$ cat src/rtl/conv_window_reader.sv
// rtl/conv_window_reader.sv - read-side sequencer assembling sliding KxK windows from the image buffer
//
// Sweeps the IMG_W x IMG_W binary image band by band: for each band it issues
// column addresses 0..IMG_W-1, captures the returned K-bit columns, and shifts
// them into a KxK window that is offered to the convolution engine under a
// valid/ready handshake. Optional feature macro: WIN_POPCNT_EN (adds win_ones).
//
// Ports:
//   clk, rst_n      clock, asynchronous active-low reset
//   cal_start       one-cycle pulse, start a frame (ignored and flagged while busy)
//   col_data        buffer column, valid one cycle after data_rd_addr
//   data_rd_addr    buffer column read address
//   conv_row_cnt    current band (top row of the window)
//   win_data        window, bit K*j+k = pixel (win_row+k, win_col+j)
//   win_vld/win_rdy window handshake
//   win_row/win_col window position, win_last marks the final window of a frame
//   busy            frame in progress
//   overrun         sticky, cal_start seen while busy
//   win_ones        (WIN_POPCNT_EN) number of ones in win_data
module conv_window_reader #(
  parameter int IMG_W = 28,
  parameter int K     = 5
) (
  input  logic           clk,
  input  logic           rst_n,
  input  logic           cal_start,
  input  logic [K-1:0]   col_data,
  output logic [4:0]     data_rd_addr,
  output logic [4:0]     conv_row_cnt,
  output logic [K*K-1:0] win_data,
  output logic           win_vld,
  input  logic           win_rdy,
  output logic [4:0]     win_row,
  output logic [4:0]     win_col,
  output logic           win_last,
  output logic           busy,
  output logic           overrun
`ifdef WIN_POPCNT_EN
  ,
  output logic [4:0]     win_ones
`endif
);

  localparam logic [4:0] LAST_ADDR = 5'(IMG_W - 1);
  localparam logic [4:0] LAST_BAND = 5'(IMG_W - K);
  localparam logic [4:0] KM1       = 5'(K - 1);

  typedef enum logic [1:0] {IDLE, SWEEP, BWAIT, DRAIN} state_t;

  state_t         state, state_n;
  logic           rd_vld;
  logic           skid_full;
  logic [K-1:0]   skid_data;
  logic [4:0]     col_cnt;

  logic           stall;
  logic           issue;
  logic           capture;
  logic           bwait_done;
  logic [K-1:0]   cap_col;
  logic [K*K-1:0] win_shift;

  assign busy = (state != IDLE);

  always_comb begin
    stall     = win_vld && !win_rdy;
    // Never issue while a column is parked in the skid, so at most one
    // column is ever in flight behind a stalled window.
    issue     = (state == SWEEP) && !skid_full && !stall;
    capture   = !stall && (rd_vld || skid_full);
    // rd_vld and skid_full are never both set: the skid only fills on a
    // stall, and a stall also blocks the issue that would follow it.
    cap_col   = skid_full ? skid_data : col_data;
    win_shift = {cap_col, win_data[K*K-1:K]};
    // Leave BWAIT only once the addr-27 column is absorbed into the window,
    // otherwise a column parked in the skid would be mixed into the next band.
    bwait_done = capture || !(rd_vld || skid_full);
  end

  always_comb begin
    state_n = state;
    case (state)
      IDLE:    if (cal_start) state_n = SWEEP;
      SWEEP:   if (issue && data_rd_addr == LAST_ADDR) state_n = BWAIT;
      BWAIT:   if (bwait_done) state_n = (conv_row_cnt == LAST_BAND) ? DRAIN : SWEEP;
      DRAIN:   if (win_vld && win_rdy && win_last) state_n = IDLE;
      default: state_n = IDLE;
    endcase
  end

  always_ff @(posedge clk or negedge rst_n) begin
    if (!rst_n) begin
      state <= IDLE;
    end else begin
      state <= state_n;
    end
  end

`ifdef WIN_POPCNT_EN
  logic [4:0] ones_n;

  always_comb begin
    ones_n = '0;
    for (int i = 0; i < K*K; i++) begin
      ones_n = ones_n + {4'd0, win_shift[i]};
    end
  end
`endif

  always_ff @(posedge clk or negedge rst_n) begin
    if (!rst_n) begin
      data_rd_addr <= '0;
      conv_row_cnt <= '0;
      rd_vld       <= 1'b0;
      skid_full    <= 1'b0;
      skid_data    <= '0;
      col_cnt      <= '0;
      win_data     <= '0;
      win_vld      <= 1'b0;
      win_row      <= '0;
      win_col      <= '0;
      win_last     <= 1'b0;
      overrun      <= 1'b0;
`ifdef WIN_POPCNT_EN
      win_ones     <= '0;
`endif
    end else begin
      rd_vld <= issue;

      if (cal_start && state != IDLE) overrun <= 1'b1;

      if (issue && data_rd_addr != LAST_ADDR) data_rd_addr <= data_rd_addr + 5'd1;

      if (capture) begin
        skid_full <= 1'b0;
      end else if (rd_vld && stall) begin
        skid_full <= 1'b1;
        skid_data <= col_data;
      end

      if (capture) begin
        win_data <= win_shift;
        col_cnt  <= col_cnt + 5'd1;
`ifdef WIN_POPCNT_EN
        win_ones <= ones_n;
`endif
        if (col_cnt >= KM1) begin
          win_vld  <= 1'b1;
          win_row  <= conv_row_cnt;
          win_col  <= col_cnt - KM1;
          win_last <= (conv_row_cnt == LAST_BAND) && (col_cnt == LAST_ADDR);
        end else begin
          win_vld  <= 1'b0;
          win_last <= 1'b0;
        end
      end else if (win_vld && win_rdy) begin
        win_vld  <= 1'b0;
        win_last <= 1'b0;
      end

      // Band bookkeeping comes last so the column-count clear overrides the
      // increment of the addr-27 capture that completes the band.
      if (state == IDLE && cal_start) begin
        data_rd_addr <= '0;
        conv_row_cnt <= '0;
        col_cnt      <= '0;
      end else if (state == BWAIT && bwait_done) begin
        data_rd_addr <= '0;
        col_cnt      <= '0;
        if (conv_row_cnt != LAST_BAND) conv_row_cnt <= conv_row_cnt + 5'd1;
      end
    end
  end

endmodule

$ cat config.mk
export PLATFORM = sky130hd
export DESIGN_NAME = conv_window_reader
export DESIGN_NICKNAME = d
export VERILOG_FILES = /design/src/rtl/conv_window_reader.sv
export SDC_FILE = /design/constraint.sdc
export NUM_CORES = 1
export LEC_CHECK = 0
export ABC_AREA = 1
export ABC_CLOCK_PERIOD_IN_PS = 1500
export CORE_MARGIN = 4
export CORE_UTILIZATION = 35
export CTS_CLUSTER_DIAMETER = 30
export DETAILED_ROUTE_END_ITERATION = 8
export GPL_TIMING_DRIVEN = 0
export HOLD_SLACK_MARGIN = 0.02
export PLACE_DENSITY = 0.7
export SYNTH_ARGS = -nofsm -noshare
export SYNTH_HDL_FRONTEND = slang
export SYNTH_SLANG_ARGS = --single-unit
$ cat constraint.sdc
create_clock -name clk -period 1.5 [get_ports clk]
set_input_delay 0.15 -clock clk [delete_from_list [all_inputs] [get_ports clk]]
set_output_delay 0.15 -clock clk [all_outputs]
set_load 0.03 [all_outputs]
After elaboration in Yosys (flattened, before gate mapping)
Cells that the tools add are included.
{ "word_totals": {"ram_bits": 0, "n_memories": 0, "elab_cells": 85, "mem_bits_ro": 0, "latch_bits": 0, "register_bits": 62} }
{ "classes": {"bitwise_logic": 1, "eq_ne": 12, "shifts": 0, "order_cmp": 1, "n_mul": 0, "reduce_logical": 31, "n_mux": 23, "n_div": 0, "n_addsub": 4} }
{ "op_table": {"columns": ["op", "count"], "rows": [
  ["two-way mux 5 bit", 10],
  ["adder 5 x 1 -> 5 bit, second input constant", 3],
  ["== test 5 bit, second input constant", 3],
  ["logical AND 1 bit", 13],
  ["two-way mux 2 bit", 5],
  ["inequality test 5 bit, second input constant", 2],
  ["nonzero test 2 bit", 5],
  ["case mux 2 bit (4 select lines)", 1],
  ["two-way mux 1 bit", 7],
  ["inequality test 2 bit, second input constant", 3],
  ["AND reduction 2 bit", 3],
  ["nonzero test 3 bit", 2],
  [">= comparator 5 x 3 -> 1 bit, second input constant", 1],
  ["subtractor 5 x 3 -> 5 bit, second input constant", 1],
  ["== test 2 bit, second input constant", 2],
  ["logical NOT 1 bit", 4],
  ["AND reduction 4 bit", 1],
  ["== test 2 x 1 -> 1 bit, second input constant", 1],
  ["logical NOT 2 bit", 1],
  ["logical OR 1 bit", 2],
  ["inequality test 2 x 1 -> 1 bit, second input constant", 1],
  ["inverter 1 bit", 1]
]} }

Longest topological paths before layout
Gate-level depths: netlist of run 1.
{ "logic_depth": {"word_depth": 8, "mapped_depth": 8, "ltp_nobuf": 8} }

Worst setup path after synthesis of run 1
No wires, ideal clock.
{ "synth_timing": {"kind": "reg2reg", "start": "register data_rd_addr[0]", "end": "register data_rd_addr[2]", "stages_incl_launch_ff": 8, "synth_period_minus_slack_ps": 1564, "setup_slack_ps": -64, "n_path_buf": 0, "required_ps": 1434, "arrival_ps": 1498, "cell_sequence": "dfrtp_1 ha_1 inv_1 nor3_1 nor2_4 nor2_4 nand2_1 nand2_1"} }
{ "synth_between": {"elab_chain_len": 4, "elab_cells_between_ends": 7, "cone_classes": "add/sub (1); eq/ne (1); mux (3); reduce/logical (2)"} }
{ "synth_rtl": {"columns": ["element", "line_no", "rtl"], "rows": [
  ["from (decl)", "28", "output logic [4:0] data_rd_addr,"],
  ["from (signal assigned)", "132", "if (issue && data_rd_addr != LAST_ADDR) data_rd_addr <= data_rd_addr + 5'd1;"],
  ["adder 5 x 1 -> 5 bit", "132", null],
  ["two-way mux 5 bit", "132", null],
  ["two-way mux 5 bit", "167", "end else if (state == BWAIT && bwait_done) begin"],
  ["two-way mux 5 bit", "163", "if (state == IDLE && cal_start) begin"]
]} }
Parallel ways exist; a longest one is shown, timed or not. The select of a mux whose other input is x is not followed.
A chain may end at the register's enable or synchronous reset.

Final worst setup path of run 1
{ "layout_timing": {"start": "register conv_row_cnt[1]", "end": "output port conv_row_cnt[1]"} }
{ "layout_lines": {"columns": ["element", "line_no", "rtl"], "rows": [
  ["from (decl)", "29", "output logic [4:0] conv_row_cnt,"],
  ["from (signal assigned)", "170", "if (conv_row_cnt != LAST_BAND) conv_row_cnt <= conv_row_cnt + 5'd1;"]
]} }
No word-level cell between the ends.

==> out/qor.yml, run 1 <==
sta:
  setup_viol: 0
  finalMaxSlewViolations: 0
  fmax_ghz: 0.692
  min_period_ns: 1.45
  worst_pin_slew_ns: 0.705
  fin_skew_ns: 0.00695
  layout_setup_ws_ns: 0.0542
  hold_viol_final: 0
  setup_tns_ns: 0
  period_share_pct: 96.4
  max_slew_margin_pct: 53.0
  fin_hold_ws_ns: 0.390
global_routing:
  grt_pass1_wl_microns: 10900
  grt_overflow: 0
  grt_pass1_vias: 2348
  antenna_found_initial: 0
  grtUsageTotal_pct: 13.9
  grt_max_degree: 34
clocking:
  cts_buffers: 9
  clkLatencyLatePin_ns: 0.34
  path_clk_slew_ns: 0.07
  cts_tree: "yes"
  cts_num_sinks: 62
  cts.htree.levels: 3
  cts_buffer_depth: 2
  clock-root-buffer: "clkbuf_8"
cells_and_area:
  fin_nets: 422
  fillCellCount: 794
  post-route-util_pct: 49.3
  syn_to_final_growth_pct: 34.8
  final_area_sq_mm: 0.00387
  multi_input_area_sq_mm: 0.00114
  drive_gt1_share_pct: 17.8
  num_antenna_cells: 0
  seq_area_sq_mm: 0.00156
  instances_no_fill: 512
placed_design:
  dpl.hpwl_microns: 4780
  io_buffers: 57
  routabilityCongestion: 0.817
  dp_slack_ns: -0.179
  dpl_cell_area_sq_mm: 0.00359
  place_inst: 484
worst_setup_path:
  critPathKind: "reg -> out"
  worstPathArrival_ns: 1.30
  crit_buf_inv: 2
  start_kind: "flop"
  worstPathCellList: "buf_4 -> dlygate4sd2_1"
  crit_family: "buffers and inverters"
  cpMaxStageDelayCell: "dfrtp_2"
  crit_fanout: 5
  slowest_delay_ns: 0.43
  crit_required_ns: 1.35
  end_kind: "output pin"
floorplan:
  dieArea_sq_mm: 0.00971
  io-pin-count: 58
  die_y_microns: 98.6
  initial_utilization_pct: 36.6
  chipWidth_microns: 98.6
  fp.coreArea_sq_mm: 0.00785
  num_rows: 32
route:
  wire_per_inst_microns: 12.7
  wl_microns: 6480
  detail-route-antenna-nets: 0
  post_drt_via_cell_ratio: 4.62
  drt_iter0_markers: 105
  firstDrtPassIters: 6
  drc: 0
  via_count: 2365
synth:
  ys_warn_count: 0
  syn_nets: 341
  postSynthAreaPerCell_sq_um: 8.86
  synth_cell_type_count: 28
  syn-instance-count: 324
  synth_area_sq_mm: 0.00287
  synth-seq-area-share_pct: 54.1
  synth_seq_cells: 62
pwr:
  p_leak_nw: 2.06
  power_mw: 8.15
  ir_drop_mv: 0.859
  power_per_cell_area_mw_per_mm2: 2110
hold_path:
  hold_path_class: "in -> async"
flow_run:
  timing.max_cap.violations: 0
run_status:
  outcome: "finished, final reports clean"
where the power goes:
group,total (mW),internal [mW],switching (mW)
clock network,1.52,0.824,0.693
registers,2.75,2.29,0.456
logic,3.89,1.33,2.56
cell usage in the layout (no fill, tap or decap), types with 7 or more instances in the layout:
master / count
clkbuf_8: 10
nor2_4: 7
nand3_1: 15
nand2_1: 96
ha_1: 7
dfrtp_1: 58
dlygate4sd2_1: 48
inv_1: 37
buf_4: 12
clkdlybuf4s50_1: 7
o21ai_0: 29
nor2_1: 12
nand4_1: 9
final cells by class:
class | instances | area share, %
Buffer | 9 | 1.58
Clock buffer | 10 | 3.56
Clock inverter | 6 | 1.78
Inverter | 42 | 4.14
Multi-Input combinational cell | 211 | 29.4
Sequential cell | 62 | 40.2
Tap cell | 102 | 3.30
Timing Repair Buffer | 70 | 16.0
synthesized netlist by cell type (all sizes together):
| master | n | area share, % |
|---|---|---|
| buf | 6 | 1.6 |
| xor2 | 2 | 0.61 |
| nand4 | 9 | 2.0 |
| nor2 | 21 | 4.6 |
| nor3 | 6 | 1.2 |
| ha | 8 | 3.5 |
| clkbuf | 3 | 0.39 |
| o21bai | 1 | 0.26 |
| inv | 42 | 5.6 |
| a31oi | 1 | 0.22 |
| xnor2 | 1 | 0.31 |
| dfrtp | 62 | 54 |
| nand3 | 16 | 2.8 |
| a21oi | 1 | 0.17 |
| o211ai | 6 | 1.6 |
| o21ai | 36 | 7.1 |
| nand2 | 103 | 14 |
worst paths after layout:
path                            startpoint              end  slack (ns)  cells after the start
max in group asynchronous            rst_n      win_data[7]        0.49                      3
max reg2reg                conv_row_cnt[1]  conv_row_cnt[0]        0.08                      7
min in group clk               col_data[0]     skid_data[0]        0.41                      3
min reg2reg                        overrun          overrun        0.47                      1
min                                  rst_n     skid_data[0]        0.39                      2
max                        conv_row_cnt[1]  conv_row_cnt[1]        0.05                      2
flip-flops by register name, summed over array words and instances, names as in the netlist:
signal,count
win_data,25
state,2
win_col,5
win_last,1
win_row,5
col_cnt,5
conv_row_cnt,5
data_rd_addr,5
skid_full,1
overrun,1
win_vld,1
skid_data,5
rd_vld,1
logic make-up (layout without fill, tap and decap cells):
kind of cell               after synthesis  count (layout)  share of synthesized area (%)
AOI/OAI and AO/OA                       45              45                           9.28
and+or+nand+nor                        155             155                           24.7
adders and majority gates                8               8                           3.49
DFF                                     62              62                           54.1
buffers and inverters                   51             137                           7.54
xor gates and xnor gates                 3               3                          0.916
layer usage:
metal	GRT usage (%)	wire length [microns]
met5	0	0
met1	17.1	2940
met4	5.88	111
met2	23.0	3140
met3	3.82	287
repair_timing:
item / in CTS / in global routing
hold buffers: 1 / 0
gates resized for setup: 52 / 11
setup endpoints to repair: 56 / 33
endpoints found under the hold margin: 29 / 0
pin swaps: 1 / 5
setup buffers: 0 / 11
(Power assumes the default switching activity.)
==> inputs of run 2 (changes only) <==
CORE_UTILIZATION = 51   (was 35)
PLACE_DENSITY = 0.91   (was 0.7)
==> out/qor.yml, run 2 (synthesized netlist as in run 1, its figures left out) <==
cells_and_area:
  fillCellCount: 444  # -44%
  seq_area_sq_mm: 0.00156  # about the same
  largest_reg_flops: 25  # unchanged
  regMostFlops: "win_data"
  num_antenna_cells: 0  # unchanged
  fin_nets: 415  # -1.7%
  multi_input_area_sq_mm: 0.00114  # -0.22%
  final_cell_mix: "95 x nand2_1, 57 x dfrtp_1, 48 x dlygate4sd2_1"
  instances_no_fill: 473  # -7.6%
  final_area_sq_mm: 0.00372  # -3.8%
  syn_to_final_growth_pct: 29.8
  final_common_cell: "nand2_1"
  drive_gt1_share_pct: 16.0  # -1.8 points
placed_design:
  routabilityCongestion: 0.858  # +5.1%
  place_inst: 454  # -6.2%
  dpl.hpwl_microns: 4770  # -0.20%
  io_buffers: 57  # unchanged
  dpl_cell_area_sq_mm: 0.00355  # -1.0%
global_routing:
  grt_pass1_vias: 2353  # +0.21%
  grt_overflow: 0  # unchanged
  antenna_found_initial: 0  # unchanged
  grtUsageTotal_pct: 19.8  # +5.9 points
  grt_pass1_wl_microns: 10900  # about the same
  grt_max_degree: 41  # +21%
worst_setup_path:
  rr_worst_depth: 8  # +1
  crit_family: "flip-flops"
  crit_buf_inv: 2  # unchanged
  crit_fanout: 5  # unchanged
  worstPathCellList: "nor2_4 -> inv_2 -> clkdlybuf4s15_2"
  crit_required_ns: 1.35  # about the same
  r2r-end: "state[1]"
  start_kind: "flop"
  slowest_delay_ns: 0.46  # +0.03 ns
  end_kind: "output pin"
  critPathKind: "reg -> out"
  cpMaxStageDelayCell: "dfrtp_1"
  r2r_start: "conv_row_cnt[0]"
  reg2reg_slack_ns: 0.09  # about the same
  worstPathArrival_ns: 1.30  # about the same
floorplan:
  initial_utilization_pct: 52.4  # +16 points
  io-pin-count: 58  # unchanged
  chipWidth_microns: 83.0  # -16%
  die_y_microns: 83.0  # -16%
  fp.coreArea_sq_mm: 0.00547  # -30%
  dieArea_sq_mm: 0.00689  # -29%
  num_rows: 27  # -16%
pwr:
  power_per_cell_area_mw_per_mm2: 2090  # -0.62%
  ir_drop_mv: 0.816  # -5.0%
  power_mw: 7.80  # -4.3%
  p_leak_nw: 2.00  # -3.1%
clocking:
  cts_num_sinks: 62  # unchanged
  cts_buffer_depth: 2  # unchanged
  cts_tree: "yes"
  cts_buffers: 9  # unchanged
  clkLatencyLatePin_ns: 0.34  # about the same
  clock-root-buffer: "clkbuf_8"
  cts.htree.levels: 3  # unchanged
  path_clk_slew_ns: 0.07  # about the same
route:
  post_drt_via_cell_ratio: 5.11  # +11%
  firstDrtPassIters: 4  # -2
  detail-route-antenna-nets: 0  # unchanged
  wl_microns: 6620  # +2.1%
  wire_per_inst_microns: 14.0  # +11%
  drt_iter0_markers: 168  # +60%
  via_count: 2416  # +2.2%
  drc: 0  # unchanged
sta:
  period_share_pct: 96.4  # about the same
  fmax_ghz: 0.691  # about the same
  fin_skew_ns: 0.00464  # -0.00231 ns
  finalMaxSlewViolations: 0  # unchanged
  worst_pin_slew_ns: 0.568  # -0.137 ns
  max_slew_margin_pct: 62.1  # +9.1 points
  min_period_ns: 1.45  # +0.000531 ns
  setup_viol: 0  # unchanged
  hold_viol_final: 0  # unchanged
  setup_tns_ns: 0  # unchanged
  fin_hold_ws_ns: 0.331  # -0.0595 ns
flow_run:
  timing.max_cap.violations: 0  # unchanged
hold_path:
  hold_path_class: "in -> async"
run_status:
  outcome: "finished, final reports clean"
[run 2: worst max-delay path by stage]
stage / start / end / slack, ns / depth (start not counted)
final: state[0] / busy / 0.05 / 3
after global routing: conv_row_cnt[0] / conv_row_cnt[3] / -0.01 / 7
after CTS: col_cnt[3] / win_col[4] / 0.002 / 7
after detailed placement: win_rdy / win_data[18] / -0.16 / 6
after global placement: rst_n / conv_row_cnt[1] / -1.81 / 1
after floorplan: data_rd_addr[1] / data_rd_addr[2] / 0.05 / 7
[run 2: layer usage]
metal	GRT usage, %	part of all wire [%]	vias to the layer above
li1	-	-	1185
met3	5.75	4.8	16
met5	0	0	-
met2	33.6	50	66
met4	8.62	2.6	0
met1	23.2	42	1149
[run 2: metrics by stage]
stage               worst slack (ns)  util (%)
CTS                          0.00156      66.9
global placement               -1.81      64.7
floorplan                     0.0481         -
finish                        0.0536      68.1
global route                 -0.0136      68.1
detailed placement            -0.159      65.0
[run 2: power by group]
group | internal (mW) | switching (mW) | total (mW)
combinational | 1.24 | 2.58 | 3.82
clock | 0.621 | 0.596 | 1.22
sequential | 2.29 | 0.467 | 2.76
total | 4.16 | 3.64 | 7.80
[run 2: area by class of cell]
cell class	count	area share, %
clock inverters	2	0.269
well taps	72	2.42
repair buffers	63	15.2
plain buffers	9	1.58
flip-flops and latches	62	41.8
inverters	42	4.30
clock buffers	12	3.90
multi-input cells	211	30.5
[run 2: what timing repair did]
action                                 CTS  global route
setup endpoints to repair               49            33
setup buffers                            0             4
hold buffers                             1             0
endpoints found under the hold margin   22             0
gates resized for setup                 51            13
pin swaps                                1             4
